<file path="config.mk">
export PLATFORM = sky130hd
export DESIGN_NAME = counter_datapath_unit
export DESIGN_NICKNAME = d
export VERILOG_FILES = /design/src/rtl/counter_datapath_unit.sv
export SDC_FILE = /design/constraint.sdc
export NUM_CORES = 1
export LEC_CHECK = 0
export BUFFER_PORTS_ARGS = -buffer_cell sky130_fd_sc_hd__buf_2
export CAP_MARGIN = 40
export CORE_ASPECT_RATIO = 0.8
export CORE_MARGIN = 4
export CORE_UTILIZATION = 45
export CTS_CLUSTER_DIAMETER = 100
export CTS_CLUSTER_SIZE = 16
export DETAILED_ROUTE_END_ITERATION = 7
export PLACE_DENSITY_LB_ADDON = 0.12
export SLEW_MARGIN = 0
export SYNTH_ARGS = -nofsm -noshare
export SYNTH_HDL_FRONTEND = slang
export SYNTH_SLANG_ARGS = --single-unit
export TNS_END_PERCENT = 10
</file>
<file path="constraint.sdc">
create_clock -name clk -period 3 [get_ports clk]
set_input_delay 0.6 -clock clk [delete_from_list [all_inputs] [get_ports clk]]
set_output_delay 0.6 -clock clk [all_outputs]
set_load 0.02 [all_outputs]
</file>
<file path="src/rtl/counter_datapath_unit.sv">
// Prescaled 0..MAX_COUNT up/down counter with cascaded BCD digits for the FND path.
// Optional build macro COUNTER_SAT_EN: saturate at the ends instead of wrapping.
module counter_datapath_unit #(
    parameter int TICK_DIV  = 10_000_000,
    parameter int MAX_COUNT = 9999
) (
    input  logic        clk,
    input  logic        rst,
    input  logic        enable,
    input  logic        clear,
    input  logic        mode,
    output logic [13:0] count,
    output logic [15:0] bcd,
    output logic        tick,
    output logic        wrap
);

    localparam int              PW       = (TICK_DIV > 2) ? $clog2(TICK_DIV) : 1;
    localparam logic [PW-1:0]   PS_LAST  = PW'(TICK_DIV - 1);
    localparam logic [13:0]     CNT_MAX  = 14'(MAX_COUNT);

    function automatic logic [15:0] to_bcd(input int v);
        logic [15:0] res;
        int          r;
        r   = v;
        res = '0;
        for (int i = 0; i < 4; i++) begin
            res[i*4 +: 4] = 4'(r % 10);
            r = r / 10;
        end
        return res;
    endfunction

    localparam logic [15:0] BCD_MAX = to_bcd(MAX_COUNT);

    // Decade cascade: a digit only moves when every lower digit rolled over.
    function automatic logic [15:0] bcd_inc(input logic [15:0] b);
        logic [15:0] res;
        logic        cy;
        res = b;
        cy  = 1'b1;
        for (int i = 0; i < 4; i++) begin
            if (cy) begin
                if (res[i*4 +: 4] == 4'd9) begin
                    res[i*4 +: 4] = 4'd0;
                end else begin
                    res[i*4 +: 4] = res[i*4 +: 4] + 4'd1;
                    cy = 1'b0;
                end
            end
        end
        return res;
    endfunction

    function automatic logic [15:0] bcd_dec(input logic [15:0] b);
        logic [15:0] res;
        logic        bw;
        res = b;
        bw  = 1'b1;
        for (int i = 0; i < 4; i++) begin
            if (bw) begin
                if (res[i*4 +: 4] == 4'd0) begin
                    res[i*4 +: 4] = 4'd9;
                end else begin
                    res[i*4 +: 4] = res[i*4 +: 4] - 4'd1;
                    bw = 1'b0;
                end
            end
        end
        return res;
    endfunction

    logic [PW-1:0] ps_q, ps_d;
    logic [13:0]   count_q, count_d;
    logic [15:0]   bcd_q, bcd_d;
    logic          tick_q, tick_d;
    logic          wrap_q, wrap_d;

    always_comb begin
        ps_d    = ps_q;
        count_d = count_q;
        bcd_d   = bcd_q;
        tick_d  = 1'b0;
        wrap_d  = 1'b0;
        if (clear) begin
            ps_d    = '0;
            count_d = '0;
            bcd_d   = '0;
        end else if (enable) begin
            if (ps_q == PS_LAST) begin
                ps_d   = '0;
                tick_d = 1'b1;
                if (!mode) begin
                    if (count_q == CNT_MAX) begin
`ifdef COUNTER_SAT_EN
                        count_d = count_q;
                        bcd_d   = bcd_q;
`else
                        count_d = '0;
                        bcd_d   = '0;
                        wrap_d  = 1'b1;
`endif
                    end else begin
                        count_d = count_q + 14'd1;
                        bcd_d   = bcd_inc(bcd_q);
                    end
                end else begin
                    if (count_q == '0) begin
`ifdef COUNTER_SAT_EN
                        count_d = count_q;
                        bcd_d   = bcd_q;
`else
                        count_d = CNT_MAX;
                        bcd_d   = BCD_MAX;
                        wrap_d  = 1'b1;
`endif
                    end else begin
                        count_d = count_q - 14'd1;
                        bcd_d   = bcd_dec(bcd_q);
                    end
                end
            end else begin
                ps_d = ps_q + PW'(1);
            end
        end
    end

    always_ff @(posedge clk or negedge rst) begin
        if (!rst) begin
            ps_q    <= '0;
            count_q <= '0;
            bcd_q   <= '0;
            tick_q  <= 1'b0;
            wrap_q  <= 1'b0;
        end else begin
            ps_q    <= ps_d;
            count_q <= count_d;
            bcd_q   <= bcd_d;
            tick_q  <= tick_d;
            wrap_q  <= wrap_d;
        end
    end

    assign count = count_q;
    assign bcd   = bcd_q;
    assign tick  = tick_q;
    assign wrap  = wrap_q;

endmodule

</file>
==> metrics.csv, run 1 <==
stage;metric;value;unit
setup_path;cp-endpoint;bcd[5];
sta;fmaxAchievable;377;MHz
yosys;synth_flop_cell;dfrtp_1;
pwr;intPower;1.48;mW
setup_path;reg2reg_slack;0.35;ns
cts;clk_path_buf_depth;2;
cts;clk_pin_slew;0.11;ns
floorplan;dieArea;10300;µm²
pwr;ir_drop;346;µV
cts;clock_latency;0.32;ns
setup_path;rr_worst_depth;8;
detailed_routing;antenna_left;0;
cts;cts_resized;0;
setup_path;worstSetupPathType;reg -> reg;
floorplan;rows;30;
global_route;overflow;0;
outcome;outcome;finished, final reports clean;
yosys;yosys_register_bits;56;
setup_path;r2r_end;bcd[5];
global_route;grt.total_usage;21.1;%
final_layout;final_cells;615;
yosys;ys_types;64;
placed_design;place_inst;607;
global_route;grt_pass1_wl;17.9;mm
yosys;synth_area_leaders;dfrtp_1, nor2_1, o21ai_0, ha_1, a21oi_1;
cts;tritoncts;built;
pwr;power_density;631;nW/µm²
global_route;grt_pass1_vias;3424;
placed_design;postPlaceCellArea;4250;µm²
floorplan;initial_core_util;46.4;%
run;maxCapViolations;0;
sta;timing.setup.tns;0;ns
yosys;async_reset_ff_share;100;%
pwr;leakage;1.81;nW
floorplan;core-area;8480;µm²
pwr;p_sw;1.25;mW
setup_path;cp.arrival;2.85;ns
detailed_routing;drt-pass1-iter-count;5;
final_layout;final_area;4330;µm²
pwr;seqPwrFrac;40.4;%
floorplan;die_width;113;µm
yosys;netlist_area;3930;µm²
setup_path;worstSetupStartpoint;count[0];
cts;cts-buffers-inserted;5;
detailed_routing;first_iter_violations;288;
yosys;synth-seq-area-share;35.6;%
cts;cts-htree-levels;2;
sta;whs;0.206;ns
detailed_routing;wire_per_inst;17.3;µm
detailed_routing;drc;0;
setup_path;crit_required;3.20;ns
setup_path;path_max_fanout;8;
setup_path;r2r-start;count[0];
placed_design;dp_hpwl;7.63;mm
pwr;sw_frac_of_total;45.8;%
yosys;synthDominantCellAreaShare;35.6;%
yosys;synth-edff-count;0;
final_layout;utilization;51.1;%
floorplan;design.portCount;37;
sta;setup_viol;0;
sta;final_max_slew_viol_count;0;
final_layout;nets;522;
sta;rsz0062_at_grt;no;
final_layout;layout-drive-gt1-share;14.7;%
yosys;synth_common_cells;dfrtp_1, nor2_1, nand2_1, o21ai_0, a21oi_1;
pwr;p_clk_share;15.8;%
setup_path;worstSetupEndpointType;register;
yosys;syn-num-nets;486;
global_route;antenna_found_initial;0;
detailed_routing;routed_wl;10.7;mm
placed_design;place.gp.congestion;0.894;
sta;tightest_slew;0.806;ns
pwr;pwr-share-comb;43.7;%
yosys;synth_cells;466;
cts;cts_root_buf;clkbuf_8;
sta;period_minus_slack;2.65;ns
yosys;syn_area_per_cell;8.44;µm²
detailed_routing;vias;3722;
cts;post_cts.repair.setup_buffers;0;
yosys;yosysTopAreaCell;dfrtp_1;
cts;cts_hold_buf;0;
placed_design;portBuffers;36;
setup_path;start_kind;register;
sta;fin_crit_sh;88.5;%
hold_path;min_path_type;in -> async;
detailed_routing;viasPerCell;6.05;
global_route;grt_max_degree;25;
sta;finalHoldViolations;0;
sta;fin_worst_skew;0.00645;ns
floorplan;die_y;91.6;µm
yosys;yosysWarnings;0;
sta;slew_headroom;46.1;%
final_layout;antenna_cells;0;
final_layout;area_growth;10.2;%
cts;cts.sinks;56;
[worst min path at each step]
stage / endpoint / from / slack, ns
2_1_floorplan: bcd[0] / rst / 0.30
3_3_place_gp: ps_q[4] / ps_q[4] / 0.52
3_5_place_dp: ps_q[4] / ps_q[4] / 0.52
4_1_cts: tick / rst / 0.22
5_1_grt: tick / rst / 0.21
6_report: count[8] / rst / 0.21
[final cells by class]
type                       instances  area [µm²]
inverter                          19        71.3
sequential                        56        1400
fill                             835        4150
clock buffer                       5        68.8
clock inverter                     3        18.8
multi-input combinational        368        2330
tap                              112         140
timing repair buffer              52         300
[sequential cells by signal (all words and copies together), names as in the netlist]
name and flops:
count 14, wrap 1, tick 1, bcd 16
ps_q 24
[logic make-up after synthesis]
| logic type | Yosys count | synth area share [%] |
|---|---|---|
| AOI/OAI and AO/OA | 142 | 24.1 |
| xor gates and xnor gates | 22 | 4.90 |
| adders and majority gates | 15 | 4.77 |
| buffers and inverters | 42 | 5.03 |
| DFF | 56 | 35.6 |
| muxes | 3 | 0.764 |
| and+or+nand+nor | 186 | 24.8 |
[routing by layer]
metal,part of all wire (%),routed length (µm),global-route usage (%)
met1,51,5440,32.7
met2,42,4480,30.3
met3,5.3,565,3.63
met4,1.6,172,5.41
met5,0,0,0
[cells in the final DEF, fill, tap and decap left out, types with 3 or more instances in the layout]
cell      count
clkbuf_8      5
nor3_1       12
buf_4        16
nor4_1        5
xnor2_1      11
o21ai_0      41
dfrtp_1      56
a22oi_1       5
o41ai_1       3
o31ai_1      13
a211oi_1      3
and3_1        9
buf_2        36
xor2_1       11
a31oi_1       4
and4_1        5
nand3_1      16
nor3b_1       3
nor2_1       56
nand4_1       7
nand3b_1      3
o22ai_1       7
a32oi_1       4
and2_1        5
ha_1         15
inv_1        19
mux2i_1       3
a21oi_1      36
nand2_1      41
nor2b_1       4
[power groups by stage]
stage	Clock, mW	Sequential (mW)	Combinational, mW
after global routing	0.476	1.14	1.33
after detailed placement	0	1.11	1.18
after CTS	0.441	1.10	1.19
final	0.433	1.11	1.20
after global placement	0	1.11	1.18
after floorplan	0	1.19	0.747
[through the flow]
stage | setup WS (ns) | power, mW
2_1_floorplan | 0.841 | 1.93
4_1_cts | 0.417 | 2.73
6_report | 0.346 | 2.73
3_5_place_dp | 0.420 | 2.29
5_1_grt | 0.141 | 2.94
3_3_place_gp | 0.490 | 2.28
[worst max-delay path, stage by stage (launching register included)]
cell and delay, ns:
dfrtp_1 0.44, inv_1 0.17, ha_1 0.25, nor3b_2 0.39
nand4_2 0.32, nand2_1 0.37, o211ai_2 0.23, a311oi_1 0.31
a21oi_1 0.07
Note: power is estimated with default switching activity, not from simulation.
==> run 2, diff against run 1 <==
--- a/config.mk
+++ b/config.mk
@@ -9,7 +9,7 @@
 export CAP_MARGIN = 40
 export CORE_ASPECT_RATIO = 0.8
 export CORE_MARGIN = 4
-export CORE_UTILIZATION = 45
+export CORE_UTILIZATION = 49
 export CTS_CLUSTER_DIAMETER = 100
 export CTS_CLUSTER_SIZE = 16
 export DETAILED_ROUTE_END_ITERATION = 7
==> run 2 against run 1 <==
  * Final area hardly changed
  * Maximum frequency hardly changed
  * Count of clock-buffer cells in the layout stayed put
  * Cell count is 1.3% lower
  * Largest power group unchanged
  * Highest routed layer unchanged
==> metrics.csv, run 2 (synthesis gave the netlist of run 1 again) <==
stage;metric;value;unit;change
outcome;outcome;finished, final reports clean;;
pwr;total_power;2.74;mW;+0.33%
detailed_routing;drt-pass1-iter-count;5;;unchanged
final_layout;nets;521;;-0.19%
floorplan;die_width;108;µm;-3.9%
floorplan;dieArea;9530;µm²;-7.5%
final_layout;antenna_cells;0;;unchanged
placed_design;portBuffers;36;;unchanged
floorplan;rows;28;;-6.7%
detailed_routing;viasPerCell;6.03;;-0.34%
hold_path;min_path_type;in -> async;;
cts;cts_resized;0;;unchanged
detailed_routing;first_iter_violations;255;;-11%
setup_path;rr_worst_depth;8;;unchanged
pwr;leakage;1.81;nW;+0.17%
global_route;antenna_found_initial;0;;unchanged
cts;cts.sinks;56;;unchanged
sta;slew_headroom;45.9;%;-0.17 points
global_route;grt.total_usage;22.3;%;+1.2 points
sta;rsz0062_at_grt;no;;
cts;cts-htree-levels;2;;unchanged
setup_path;path_buf_inv;1;;unchanged
final_layout;fillers;727;;-13%
sta;timing.setup.tns;0;ns;unchanged
setup_path;reg2reg_slack;0.35;ns;about the same
detailed_routing;vias;3661;;-1.6%
global_route;grt_pass1_wl;17.1;mm;-4.8%
global_route;overflow;0;;unchanged
setup_path;path_delay_family;simple AND/OR/NAND/NOR gates;;
detailed_routing;wire_per_inst;16.6;µm;-4.2%
detailed_routing;drc;0;;unchanged
cts;tritoncts;built;;
floorplan;core-area;7600;µm²;-10%
global_route;grt_max_degree;57;;+130%
global_route;grt_pass1_vias;3357;;-2.0%
setup_path;cpPeakStageDelay;0.44;ns;about the same
floorplan;design.portCount;37;;unchanged
pwr;ir_drop;346;µV;+0.24%
sta;period_minus_slack;2.65;ns;-0.000732 ns
floorplan;die_y;88.1;µm;-3.8%
setup_path;worstSetupPathType;reg -> reg;;
sta;setup_viol;0;;unchanged
cts;clk_path_buf_depth;2;;unchanged
sta;fmaxAchievable;377;MHz;about the same
final_layout;final_cell_mix;nor2_1, dfrtp_1, nand2_1, o21ai_0;;
placed_design;place.gp.congestion;0.852;;-4.7%
setup_path;crit_required;3.21;ns;about the same
detailed_routing;antenna_left;0;;unchanged
placed_design;dp_hpwl;7.14;mm;-6.4%
detailed_routing;routed_wl;10.1;mm;-5.5%
sta;fin_crit_sh;88.4;%;about the same
final_layout;layout-drive-gt1-share;14.5;%;-0.17 points
cts;clock_latency;0.32;ns;about the same
cts;cts_hold_buf;0;;unchanged
final_layout;regMostFlops;ps_q;;
floorplan;initial_core_util;51.7;%;+5.4 points
final_layout;largest_register_ffs;24;;unchanged
setup_path;slowest_stage;dfrtp_1;;
setup_path;path_cells;inv_1 > ha_1 > nor3b_2 > nand4_2 > a22oi_2 > nand2_2 > a311oi_1 > a21oi_1;;
setup_path;path_max_fanout;12;;+4
setup_path;r2r_end;bcd[9];;
setup_path;cp.arrival;2.87;ns;+0.02 ns
cts;post_cts.repair.setup_buffers;0;;unchanged
sta;finalHoldViolations;0;;unchanged
cts;cts_root_buf;clkbuf_8;;
setup_path;worst-path-stages;8;;unchanged
pwr;power_density;633;nW/µm²;+0.25%
sta;fin_worst_skew;0.0102;ns;+0.00378 ns
run;maxCapViolations;0;;unchanged
sta;tightest_slew;0.809;ns;+0.00285 ns
setup_path;start_kind;register;;
cts;clk_pin_slew;0.11;ns;about the same
final_layout;area_growth;10.3;%;about the same
cts;cts-buffers-inserted;5;;unchanged
sta;final_max_slew_viol_count;0;;unchanged
setup_path;worstSetupEndpointType;register;;
setup_path;r2r-start;count[0];;
run 2: layout make-up:
cell class              count  area (µm²)  area share, %
multi-input cells         368        2330           53.8
flip-flops and latches     56        1400           32.3
repair buffers             51         305           7.04
well taps                 105         131           3.03
inverters                  19        71.3           1.64
clock buffers               5        68.8           1.59
clock inverters             3        26.3          0.606
run 2: stage by stage:
stage	cell area, µm²	worst slack [ns]	hold WS (ns)	std cells	utilization [%]
after global routing	4340	0.0916	0.454	607	57.1
after global placement	4240	0.455	0.517	599	55.8
after floorplan	3930	0.841	0.304	466	-
final	4340	0.347	0.394	607	57.1
after CTS	4340	0.408	0.434	607	57.1
after detailed placement	4240	0.417	0.523	599	55.8
run 2: worst max-delay path by stage:
stage / startpoint / to / slack [ns]
after floorplan: count[0] / bcd[13] / 0.84
after global routing: count[0] / bcd[9] / 0.09
after detailed placement: count[0] / bcd[9] / 0.42
after CTS: count[0] / bcd[9] / 0.41
after global placement: mode / bcd[7] / 0.46
final: count[0] / bcd[9] / 0.35
run 2: worst reg2reg max path: stages, from the launching register on:
cell,delay [ns]
dfrtp_1,0.44
inv_1,0.16
ha_1,0.24
nor3b_2,0.35
nand4_2,0.41
a22oi_2,0.40
nand2_2,0.17
a311oi_1,0.31
a21oi_1,0.07
run 2: report_power, final:
group	switching (mW)	internal, mW
Clock	0.284	0.171
Sequential	0.205	0.868
Combinational	0.757	0.459
run 2: metal layers:
metal / track usage (%) / wire (µm) / up-vias
met5: 0 / 0 / -
met4: 6.42 / 124 / 0
met3: 3.02 / 580 / 10
met2: 31.7 / 4070 / 121
met1: 35.0 / 5300 / 1747
li1: - / - / 1783
==> run 3, diff against run 2 <==
--- a/config.mk
+++ b/config.mk
@@ -9,9 +9,9 @@
 export CAP_MARGIN = 40
 export CORE_ASPECT_RATIO = 0.8
 export CORE_MARGIN = 4
-export CORE_UTILIZATION = 49
+export CORE_UTILIZATION = 58
 export CTS_CLUSTER_DIAMETER = 100
-export CTS_CLUSTER_SIZE = 16
+export CTS_CLUSTER_SIZE = 30
 export DETAILED_ROUTE_END_ITERATION = 7
 export PLACE_DENSITY_LB_ADDON = 0.12
 export SLEW_MARGIN = 0
==> run 3 against run 2 <==
  * Sequential share of layout area increased by 0.43 points
  * Largest cell class unchanged
  * Combinational power fell by 4%
  * Core utilization is 9.1 points higher
  * Worst hold slack worse by 0.18 ns
==> metrics.csv, run 3 (synthesis gave the netlist of run 1 again) <==
stage;metric;value;unit;change
setup_path;worstSetupPathType;reg -> reg;;
cts;cts_root_buf;clkbuf_8;;
global_route;grt_pass1_wl;16.3;mm;-4.3%
cts;cts.sinks;56;;unchanged
final_layout;layout-drive-gt1-share;13.9;%;-0.69 points
setup_path;worstSetupEndpointType;register;;
floorplan;die_y;81.7;µm;-7.3%
sta;worst_slack;0.421;ns;+0.0735 ns
sta;fin_crit_sh;86.0;%;-2.4 points
detailed_routing;viasPerCell;6.41;;+6.2%
final_layout;largest_register_ffs;24;;unchanged
pwr;ir_drop;338;µV;-2.3%
cts;post_cts.repair.setup_buffers;0;;unchanged
cts;clk_pin_slew;0.11;ns;about the same
sta;rsz0062_at_grt;no;;
cts;tritoncts;built;;
setup_path;r2r_end;bcd[1];;
final_layout;area_growth;8.85;%;
final_layout;final_cells;582;;-4.1%
detailed_routing;vias;3729;;+1.9%
cts;cts_hold_buf;0;;unchanged
sta;fin_worst_skew;0.00441;ns;-0.00582 ns
pwr;power_density;636;nW/µm²;+0.62%
setup_path;start_kind;register;;
detailed_routing;routed_wl;9.74;mm;-3.3%
sta;timing.setup.tns;0;ns;unchanged
setup_path;slowest_stage;nand2b_1;;
setup_path;cp.arrival;2.79;ns;-0.08 ns
cts;cts-htree-levels;2;;unchanged
sta;whs;0.214;ns;-0.181 ns
setup_path;rr_worst_depth;6;;-2
cts;clock_latency;0.32;ns;about the same
setup_path;path_cells;nor3b_1 > nand4_1 > nand2b_1 > nor2_1 > a211oi_1 > a21oi_1;;
floorplan;initial_core_util;60.7;%;+9.0 points
placed_design;dp_hpwl;7.06;mm;-1.1%
final_layout;antenna_cells;0;;unchanged
global_route;antenna_found_initial;0;;unchanged
setup_path;r2r-start;count[11];;
global_route;grt_pass1_vias;3305;;-1.5%
floorplan;rows;26;;-7.1%
detailed_routing;drc;0;;unchanged
outcome;outcome;finished, final reports clean;;
setup_path;crit_required;3.21;ns;about the same
hold_path;min_path_type;in -> async;;
global_route;grt_max_degree;26;;-54%
placed_design;portBuffers;36;;unchanged
sta;finalHoldViolations;0;;unchanged
cts;clk_path_buf_depth;2;;unchanged
detailed_routing;wire_per_inst;16.7;µm;+0.81%
placed_design;place_inst;574;;-4.2%
final_layout;nets;517;;-0.77%
final_layout;regMostFlops;ps_q;;
global_route;grt.total_usage;24.7;%;+2.3 points
sta;tightest_slew;0.837;ns;+0.0277 ns
final_layout;final_cell_mix;nor2_1, dfrtp_1, nand2_1, o21ai_0;;
detailed_routing;first_iter_violations;343;;+35%
floorplan;core-area;6470;µm²;-15%
sta;final_max_slew_viol_count;0;;unchanged
floorplan;die_width;100;µm;-7.5%
floorplan;dieArea;8170;µm²;-14%
setup_path;cpPeakStageDelay;0.63;ns;+0.19 ns
sta;slew_headroom;44.1;%;-1.9 points
detailed_routing;antenna_left;0;;unchanged
run;maxCapViolations;0;;unchanged
cts;cts_resized;0;;unchanged
sta;setup_viol;0;;unchanged
detailed_routing;drt-pass1-iter-count;5;;unchanged
cts;cts-buffers-inserted;5;;unchanged
pwr;leakage;1.79;nW;-1.4%
global_route;overflow;0;;unchanged
setup_path;reg2reg_slack;0.42;ns;+0.07 ns
sta;period_minus_slack;2.58;ns;-0.0735 ns
floorplan;design.portCount;37;;unchanged
placed_design;place.gp.congestion;0.907;;+6.4%
sta;fmaxAchievable;388;MHz;+2.8%
placed_design;place_ws;0.427;ns;+0.0101 ns
setup_path;path_max_fanout;16;;+4
## run 3: changes by cell type in the layout (fill, tap and decap cells not counted)
| cell | delta |
|---|---|
| buf_4 | -4 |
| clkinv_4 | -2 |
| clkinvlp_4 | +1 |
| inv_6 | +1 |
## run 3: area by class of cell
type	count	area [µm²]
Fill cell	542	2190
Timing Repair Buffer	47	275
Clock inverter	3	25.0
Tap cell	84	105
Inverter	19	71.3
Clock buffer	5	68.8
Multi-Input combinational cell	368	2330
Sequential cell	56	1400
## run 3: layer usage
metal  share of wire, %  up-vias  GRT usage, %
met5                  0        -             0
met1                 48     1739          37.8
li1                   -     1768             -
met2                 41      202          35.3
met3                9.6       20          4.92
met4                1.0        0          6.59
## run 3: critical path: cells and delay by family, from the launching register on
family / cells / cell delay, ns
flip-flops: 1 / 0.50
AND/OR/NAND/NOR: 4 / 1.63
AO/OA/AOI/OAI: 2 / 0.34
## run 3: how the worst max path moves through the flow
| stage | startpoint | endpoint | slack (ns) |
|---|---|---|---|
| 6_report | count[11] | bcd[1] | 0.42 |
| 5_1_grt | count[11] | count[8] | 0.25 |
| 4_1_cts | count[11] | bcd[1] | 0.47 |
| 3_5_place_dp | clear | bcd[7] | 0.43 |
| 3_3_place_gp | clear | bcd[7] | 0.48 |
| 2_1_floorplan | count[0] | bcd[13] | 0.84 |
## run 3: power breakdown
group / switching, mW / internal (mW)
Sequential: 0.246 / 0.868
Clock: 0.274 / 0.171
Combinational: 0.719 / 0.448
Total: 1.24 / 1.49
## run 3: through the flow
stage               power, mW  cell area [µm²]  util [%]
floorplan                1.93             3930         -
global placement         2.24             4190      64.7
detailed placement       2.27             4190      64.7
CTS                      2.71             4280      66.1
global route             2.92             4280      66.1
finish                   2.72             4280      66.1
